--- config.mk ---
export PLATFORM = sky130hd
export DESIGN_NAME = bandgap_enable_ctrl
export DESIGN_NICKNAME = d
export VERILOG_FILES = /design/src/rtl/bandgap_enable_ctrl.sv
export SDC_FILE = /design/constraint.sdc
export NUM_CORES = 1
export LEC_CHECK = 0
export CORE_ASPECT_RATIO = 1.2
export CORE_MARGIN = 5
export CORE_UTILIZATION = 43
export DETAILED_ROUTE_END_ITERATION = 7
export PLACE_DENSITY = 0.73
export SETUP_SLACK_MARGIN = 0.2
export SYNTH_ARGS = -nofsm -noshare
export SYNTH_HDL_FRONTEND = slang
export SYNTH_SLANG_ARGS = --single-unit
--- constraint.sdc ---
create_clock -name wb_clk_i -period 2.4 [get_ports wb_clk_i]
set_clock_uncertainty 0.1 [all_clocks]
set_input_delay 0.24 -clock wb_clk_i [delete_from_list [all_inputs] [get_ports wb_clk_i]]
set_output_delay 0.24 -clock wb_clk_i [all_outputs]
set_load 0.01 [all_outputs]
--- src/rtl/bandgap_enable_ctrl.sv ---
// Bandgap enable sequencer: Wishbone register file, pad-request synchroniser
// and a settle/cooldown FSM that owns the bandgap enable pin.
//
// state        | meaning
// -------------+----------------------------------------------------------
// ST_OFF       | bandgap disabled, waiting for a request
// ST_SETTLING  | enabled, down-counting the settle window
// ST_ON        | enabled and declared settled (ready)
// ST_COOLDOWN  | disabled, down-counting the minimum off-time
module bandgap_enable_ctrl #(
  parameter logic [31:0] BASE_ADDR  = 32'h3000_0000,
  parameter int          CNT_W      = 16,
  parameter int unsigned SETTLE_RST = 1000,
  parameter int unsigned COOL_RST   = 100
) (
  input  logic        wb_clk_i,
  input  logic        wb_rst_ni,
  input  logic        wbs_stb_i,
  input  logic        wbs_cyc_i,
  input  logic        wbs_we_i,
  input  logic [3:0]  wbs_sel_i,
  input  logic [31:0] wbs_adr_i,
  input  logic [31:0] wbs_dat_i,
  output logic        wbs_ack_o,
  output logic [31:0] wbs_dat_o,
  input  logic        pad_en_i,
  output logic        bg_en_o,
  output logic        bg_ready_o,
  output logic        irq_o
);

  typedef enum logic [1:0] {
    ST_OFF      = 2'd0,
    ST_SETTLING = 2'd1,
    ST_ON       = 2'd2,
    ST_COOLDOWN = 2'd3
  } state_t;

  localparam logic [1:0] OFF_CTRL   = 2'd0;
  localparam logic [1:0] OFF_SETTLE = 2'd1;
  localparam logic [1:0] OFF_STATUS = 2'd2;
  localparam logic [1:0] OFF_COOL   = 2'd3;

  state_t             state_q, state_d;
  logic [CNT_W-1:0]   cnt_q, cnt_d;
  logic               bg_en_q, bg_en_d;
  logic               ready_q, ready_d;
  logic               rdy_set;

  logic [2:0]         ctrl_q;
  logic [CNT_W-1:0]   settle_q;
  logic [CNT_W-1:0]   cool_q;
  logic               sticky_q;

  logic               ack_q;
  logic [31:0]        dat_q;
  logic [31:0]        rd_data;
  logic               adr_hit;
  logic               bus_req;
  logic               wr_en;
  logic               rd_en;
  logic [1:0]         reg_off;
  logic               wr_ctrl, wr_settle, wr_status, wr_cool;
  logic               w1c_sticky;

  logic [1:0]         sync_q;
  logic               pad_sync;
  logic               req;

  logic               unused_bits;
  assign unused_bits = ^{wbs_adr_i[1:0], wbs_dat_i[31:16], wbs_sel_i[3:2]};

  // Counter registers only span the low two byte lanes.
  function automatic logic [CNT_W-1:0] merge_cnt(
    input logic [CNT_W-1:0] old_v,
    input logic [15:0]      new_v,
    input logic [1:0]       sel
  );
    logic [CNT_W-1:0] r;
    for (int i = 0; i < CNT_W; i++) begin
      r[i] = sel[i/8] ? new_v[i] : old_v[i];
    end
    return r;
  endfunction

  // ---------------------------------------------------------------------
  // Wishbone slave
  // ---------------------------------------------------------------------
  assign adr_hit = (wbs_adr_i[31:4] == BASE_ADDR[31:4]);
  // Blocking on ack_q keeps at least one idle cycle between acks.
  assign bus_req = wbs_stb_i & wbs_cyc_i & adr_hit & ~ack_q;
  assign wr_en   = bus_req & wbs_we_i;
  assign rd_en   = bus_req & ~wbs_we_i;
  assign reg_off = wbs_adr_i[3:2];

  assign wr_ctrl    = wr_en && (reg_off == OFF_CTRL);
  assign wr_settle  = wr_en && (reg_off == OFF_SETTLE);
  assign wr_status  = wr_en && (reg_off == OFF_STATUS);
  assign wr_cool    = wr_en && (reg_off == OFF_COOL);
  assign w1c_sticky = wr_status & wbs_sel_i[0] & wbs_dat_i[3];

  always_comb begin
    rd_data = '0;
    case (reg_off)
      OFF_CTRL:   rd_data[2:0]       = ctrl_q;
      OFF_SETTLE: rd_data[CNT_W-1:0] = settle_q;
      OFF_STATUS: rd_data[3:0]       = {sticky_q, state_q, ready_q};
      OFF_COOL:   rd_data[CNT_W-1:0] = cool_q;
      default:    rd_data            = '0;
    endcase
  end

  always_ff @(posedge wb_clk_i) begin
    if (!wb_rst_ni) begin
      ack_q <= 1'b0;
      dat_q <= '0;
    end else begin
      ack_q <= bus_req;
      dat_q <= rd_en ? rd_data : '0;
    end
  end

  assign wbs_ack_o = ack_q;
  assign wbs_dat_o = dat_q;

  // ---------------------------------------------------------------------
  // Configuration registers
  // ---------------------------------------------------------------------
  always_ff @(posedge wb_clk_i) begin
    if (!wb_rst_ni) begin
      ctrl_q   <= '0;
      settle_q <= CNT_W'(SETTLE_RST);
      cool_q   <= CNT_W'(COOL_RST);
    end else begin
      if (wr_ctrl && wbs_sel_i[0]) begin
        ctrl_q <= wbs_dat_i[2:0];
      end
      if (wr_settle) begin
        settle_q <= merge_cnt(settle_q, wbs_dat_i[15:0], wbs_sel_i[1:0]);
      end
      if (wr_cool) begin
        cool_q <= merge_cnt(cool_q, wbs_dat_i[15:0], wbs_sel_i[1:0]);
      end
    end
  end

  // Hardware set beats a simultaneous software clear.
  always_ff @(posedge wb_clk_i) begin
    if (!wb_rst_ni) begin
      sticky_q <= 1'b0;
    end else if (rdy_set) begin
      sticky_q <= 1'b1;
    end else if (w1c_sticky) begin
      sticky_q <= 1'b0;
    end
  end

  // ---------------------------------------------------------------------
  // Request selection
  // ---------------------------------------------------------------------
  always_ff @(posedge wb_clk_i) begin
    if (!wb_rst_ni) begin
      sync_q <= '0;
    end else begin
      sync_q <= {sync_q[0], pad_en_i};
    end
  end

  assign pad_sync = sync_q[1];
  assign req      = ctrl_q[2] ? pad_sync : ctrl_q[0];

  // ---------------------------------------------------------------------
  // Sequencer FSM
  // ---------------------------------------------------------------------
  always_ff @(posedge wb_clk_i) begin
    if (!wb_rst_ni) begin
      state_q <= ST_OFF;
      cnt_q   <= '0;
      bg_en_q <= 1'b0;
      ready_q <= 1'b0;
    end else begin
      state_q <= state_d;
      cnt_q   <= cnt_d;
      bg_en_q <= bg_en_d;
      ready_q <= ready_d;
    end
  end

  // Counters only decrement from a loaded value and stop at zero.
  always_comb begin
    state_d = state_q;
    cnt_d   = cnt_q;
    rdy_set = 1'b0;
    case (state_q)
      ST_OFF: begin
        if (req) begin
          state_d = ST_SETTLING;
          cnt_d   = settle_q;
        end
      end
      ST_SETTLING: begin
        if (!req) begin
          state_d = ST_COOLDOWN;
          cnt_d   = cool_q;
        end else if (cnt_q == '0) begin
          state_d = ST_ON;
          rdy_set = 1'b1;
        end else begin
          cnt_d = cnt_q - CNT_W'(1);
        end
      end
      ST_ON: begin
        if (!req) begin
          state_d = ST_COOLDOWN;
          cnt_d   = cool_q;
        end
      end
      ST_COOLDOWN: begin
        if (cnt_q == '0) begin
          state_d = ST_OFF;
        end else begin
          cnt_d = cnt_q - CNT_W'(1);
        end
      end
      default: begin
        state_d = ST_OFF;
        cnt_d   = '0;
      end
    endcase
  end

  // Outputs decoded from the next state so they come straight off flops.
  always_comb begin
    bg_en_d = 1'b0;
    ready_d = 1'b0;
    case (state_d)
      ST_SETTLING: bg_en_d = 1'b1;
      ST_ON: begin
        bg_en_d = 1'b1;
        ready_d = 1'b1;
      end
      default: begin
        bg_en_d = 1'b0;
        ready_d = 1'b0;
      end
    endcase
  end

  assign bg_en_o    = bg_en_q;
  assign bg_ready_o = ready_q;
  assign irq_o      = ctrl_q[1] & sticky_q;

endmodule

# --- After elaboration in Yosys (flattened, before gate mapping) ---
# Index checks and enable logic that the tools add are counted.
word_totals:
  regBits: 91
  out_inout_bits: 36
  wordCells: 74
op_classes:
  n_addsub: 1
  n_eq_ne: 11
  n_mux: 22
  bitwise: 10
  reduce_logical: 16
op_table:
  columns: ["op", "count"]
  rows:
  - ["$mux W16", 4]
  - ["$pmux W16 S4", 1]
  - ["$eq A28 B26 Y1 const B", 1]
  - ["$pmux W12 S2", 1]
  - ["$logic_not A16 Y1", 1]
  - ["$sub A16 B1 Y16 const B", 1]
  - ["$pmux W3 S4", 1]
  - ["$reduce_and A2 Y1", 6]
  - ["$eq A2 B2 Y1 const B", 5]
  - ["$mux W2", 5]
  - ["$and A1 B1 Y1", 8]
  - ["$mux W1", 8]
  - ["$pmux W2 S4", 1]
  - ["$eq A2 B1 Y1 const B", 3]
  - ["$logic_and A1 B1 Y1", 5]
  - ["$logic_not A2 Y1", 2]
  - ["$ne A2 B2 Y1 const B", 2]
  - ["$pmux W1 S3", 1]
  - ["$not A1 Y1", 2]
  - ["$reduce_bool A2 Y1", 1]
  - ["$reduce_or A2 Y1", 1]

# --- Longest topological paths before layout ---
# Gate-level depths: netlist (run 1).
logic_depth:
  word_depth: 9
  mapped_depth: 9
  ltp_nobuf: 8

# --- Least setup slack after synthesis (run 1) ---
# No wires, ideal clock.
synth_path:
  kind: "reg2reg"
  startpoint: "reg cnt_q[0]"
  endpoint: "reg bg_en_q, in the netlist bg_en_o"
  setup_time_ps: 67
  arrival_time_ps: 2072
  path_slack_ps: 161
  stages_incl_launch_ff: 10
  synth_period_minus_slack_ps: 2239
  cell_sequence: "dfxtp_1 > inv_1 > ha_1 > or4b_4 > nor4_4 > buf_6 > and2_1 > o22a_1 > ha_1 > nor2_1"
synth_between:
  elab_chain_len: 7
  word_cells_on_any_way: 9
  classes_between: "2 x eq/ne; 5 x mux; 2 x reduce/logical"
synth_lines:
  columns: ["element", "line", "rtl"]
  rows:
  - ["start, declared", "45", "logic [CNT_W-1:0] cnt_q, cnt_d;"]
  - ["start signal, assigned", "183", "cnt_q <= cnt_d;"]
  - ["$logic_not A16 Y1 *", "205, 219", null]
  - ["$mux W2", "205", "end else if (cnt_q == '0) begin"]
  - ["$mux W2", "202", "if (!req) begin"]
  - ["$pmux W2 S4 *", "194", "case (state_q)"]
  - ["$eq A2 B2 Y1 or $eq A2 B1 Y1 (tied branches)", "236", "case (state_d)"]
  - ["$reduce_or A2 Y1 (no source line) *", null, null]
  - ["$mux W1 *", "236", null]
  - ["end signal, assigned", "184", "bg_en_q <= bg_en_d;"]
  - ["end, declared", "46", "logic bg_en_q, bg_en_d;"]
# Every way passes the cells marked *; elsewhere a longest branch is shown, timed or not.
# A chain may end at the register's enable or synchronous reset.

# --- Worst setup path in the final report (run 1) ---
layout_path:
  startpoint: "reg cnt_q[5]"
  endpoint: "reg bg_en_q, in the netlist bg_en_o"
# The elaborated chain is that of the path after synthesis.

==> results of run 1 <==
==> kinds of logic (layout without fill, tap and decap cells) <==
| family | Yosys count | after routing | synth area share [%] |
|---|---|---|---|
| other | 1 | 16 | 0.0979 |
| buffers and inverters | 45 | 123 | 6.43 |
| DFF | 75 | 75 | 39.2 |
| xor gates and xnor gates | 9 | 9 | 2.06 |
| adders and majority gates | 3 | 3 | 0.980 |
| AOI/OAI and AO/OA | 71 | 71 | 13.5 |
| and+or+nand+nor | 142 | 142 | 23.2 |
| muxes | 52 | 52 | 14.6 |
==> routing by layer <==
layer,wire length (um),up-vias,share of wire (%)
li1,-,1616,-
met1,3950,1546,41
met2,4820,115,50
met3,783,15,8.1
met4,175,0,1.8
met5,0,-,0
==> power groups by stage <==
stage                     Clock [uW]  Sequential (uW)  Combinational [uW]
after floorplan                    0             1460                1430
after global placement             0             1500                1780
after detailed placement           0             1510                1820
after CTS                       1020             1480                1830
after global routing            1090             1500                2060
final                           1000             1490                1880
==> final cells by class <==
type / instances / area (um^2) / share of cell area (%)
multi-input combinational: 293 / 2140 / 42.9
sequential: 75 / 1500 / 30.1
timing repair buffer: 101 / 970 / 19.4
tap: 117 / 146 / 2.93
clock buffer: 9 / 124 / 2.48
clock inverter: 7 / 81.3 / 1.63
inverter: 6 / 22.5 / 0.451
==> worst reg2reg max path, stage by stage, from the launching register on <==
cell and delay, ns:
dfxtp_1 0.36, or4_1 0.58, nor4_4 0.38, and2_4 0.22
o22a_1 0.16, ha_1 0.24, nor2_1 0.09
==> timing repair <==
action | in CTS | in global routing
hold buffers | 0 | 0
buffers inserted | 0 | 1
setup endpoints to repair | 2 | 15
gates cloned | 0 | 0
gates resized for setup | 0 | 4
==> path summary, 6_finish.rpt <==
check	slack [ns]	startpoint	endpoint	cells past startpoint
min	0.34	sync_q[0]	sync_q[1]	1
max reg2reg	0.22	cnt_q[5]	bg_en_o	6
min reg2reg	0.34	sync_q[0]	sync_q[1]	1
max	0.22	cnt_q[5]	bg_en_o	6
==> sequential cells by signal, summed over array words and instances (netlist names) <==
signal      flops
wbs_dat_o      16
ctrl_q          3
cool_q         16
sync_q          2
bg_ready_o      1
sticky_q        1
settle_q       16
cnt_q          16
bg_en_o         1
state_q         2
wbs_ack_o       1
==> cell usage in the layout (no fill, tap or decap), types with 4 or more instances in the layout <==
cell             count
dfxtp_1             74
nand2b_1             4
clkbuf_8             9
o22ai_1              8
nor4_2               6
a2bb2oi_1            7
o21ai_0             10
nand3b_1             4
clkdlybuf4s50_1     73
inv_6                4
buf_4               25
o221ai_1             4
mux2i_1             48
a222oi_1             9
nor2_1              49
or3_1                5
nand2_1             24
nor3_1               8
a21oi_1             10
a211oi_1             4
inv_1                5
or4_1                5
nor4_1               6
conb_1              16
xnor2_1              6
nor4_4               6
and2_1               6
==> stage by stage <==
step / setup WS, ns / instance area (um^2) / TNS (ns) / power (uW) / utilization (%)
2_1_floorplan: 0.223 / 3890 / 0 / 2890 / -
3_3_place_gp: 0.0298 / 4770 / 0 / 3270 / 55.1
3_5_place_dp: -0.00980 / 4770 / -0.0234 / 3320 / 55.1
4_1_cts: 0.197 / 4970 / 0 / 4330 / 57.5
5_1_grt: 0.109 / 4990 / 0 / 4650 / 57.6
6_report: 0.216 / 4990 / 0 / 4370 / 57.6
==> impl_results.md, run 1 <==
- Crit path max-delay family: simple AND/OR/NAND/NOR gates
- Fmax: 0.458 GHz
- Worst-Margin Slew: between 0.5 and 0.6 ns
- Total net switching power: 1660 uW
- # IOs: 110
- Met2 Track Usage GR: between 30% and 40%
- Status: completed
- Top cells by area, synth: dfxtp_1 39%, mux2i_1 13%, nor2_1 4.8%
- Row count: 37
- Crit path max fanout: 5
- CP endpoint kind: flip-flop
- Critical Path AT: 2.37 ns
- Top-count cell post-synth: dfxtp_1
- Worst slew margin: 60.6%
- Num CTS Buffers: 9
- Number of diodes: 0
- Max incr delay on CP: 0.58 ns
- Post-Syn Area per Cell: 9.63 um^2
- Nets: 563
- Via Count: 3292
- Met3 Resource Use GR: under 10%
- Worst Hold Class: reg -> reg
- Fill count: 757
- Power share of the combinational group: 43.0%
- H-tree Lvls: 3
- Cell Pwr Density: 876 mW/mm^2
- Power share of the clock group: around 23%
- Port-buffer cells: between 70 and 80
- Crit Path Category: reg -> reg
- Max clock buf depth: 2
- Pin count of the biggest net entering global routing: 39
- Post-synthesis sequential area ratio: 39.2%
- Synth async-reset ratio: 0%
- Mean number of vias per cell: 5.41
- Core ar.: around 0.0087 mm^2
- Die ar.: 0.0109 mm^2
- RSZ-0062 raised after global routing: true
- First-pass GRT wire length: between 15 and 20 mm
- Top cell type's share of synthesized area: approximately two fifths
- DRC Markers: 0
- Worst hold slack: ~0.34 ns
- Max-cap violations: 0
- Yosys warns: 0
- CTS tree: done
- Sw frac: 37.9%
- Leakage: 0.00184 uW
- Starting DRC count in detailed routing: 223
- Crit path required time: 2.59 ns
- Antenna-violating nets left: 0
- Register bit total from synthesis: 75
- Worst-Skew Late Latency: 0.35 ns
- Netlist cell types: 57
- Total wire length: 9.73 mm
- Die W: around 96 um
- Initial antenna violation count: 0
- Layout cells sized above 1: approximately 14%
- Top cells by count, synth: 75 x dfxtp_1, 49 x nor2_1, 48 x mux2i_1
- Clk sink count: 75
- GP Congestion: 0.812
- DR pass1 iterations: 5
- Clock transition at path regs: 0.08 ns
- Finished Layout Cells: 608
- Final Max Tran Viols: 0
- Cell-internal power: 2710 uW
- Busiest layer in global routing: met2
- Cell Area, Synth: 0.00383 mm^2
- M1 GR Usage: 21.7%
- Avg WL per Cell: 16.0 um
- Placed Instances: between 500 and 600
- Post-synth EDFFs: 0
- All-Layer GR Usage: 18.0%
- Root buf cell: clkbuf_8
- Vias in the first global route: 3223
- Initial core utilization: 44.3%
- CP Launch Type: flip-flop
- Final setup fails: 0
- Synth area leader: dfxtp_1
- Post-route minimum period: 2.18 ns
- Syn Inst Count: 398
- Top_reg_cell synth: dfxtp_1
- CP Cell Sequence: or4_1, nor4_4, and2_4, o22a_1, ha_1, nor2_1
- Tcrit/Tclk final: 91.0%
- Remaining Overflow, GRT: 0
- Final Hold Vio Count: 0
- WP buf/inv: 0
- Area Overhead vs Synth: 30.2%
- Worst VDD drop: around 400 uV
- Slowest-stage cell, CP: or4_1
- Hpwl dp: around 7.4 mm
- Die Y: 113 um
- Reg power frac: 34.0%
No activity file was read; power rests on OpenSTA's default activity.
==> run 2: changes to the inputs <==
--- a/config.mk
+++ b/config.mk
@@ -5,6 +5,7 @@
 export SDC_FILE = /design/constraint.sdc
 export NUM_CORES = 1
 export LEC_CHECK = 0
+export ABC_CLOCK_PERIOD_IN_PS = 2400
 export CORE_ASPECT_RATIO = 1.2
 export CORE_MARGIN = 5
 export CORE_UTILIZATION = 43
==> results of run 2 <==
Final layout, timing and power as in run 1 (identical DEF).
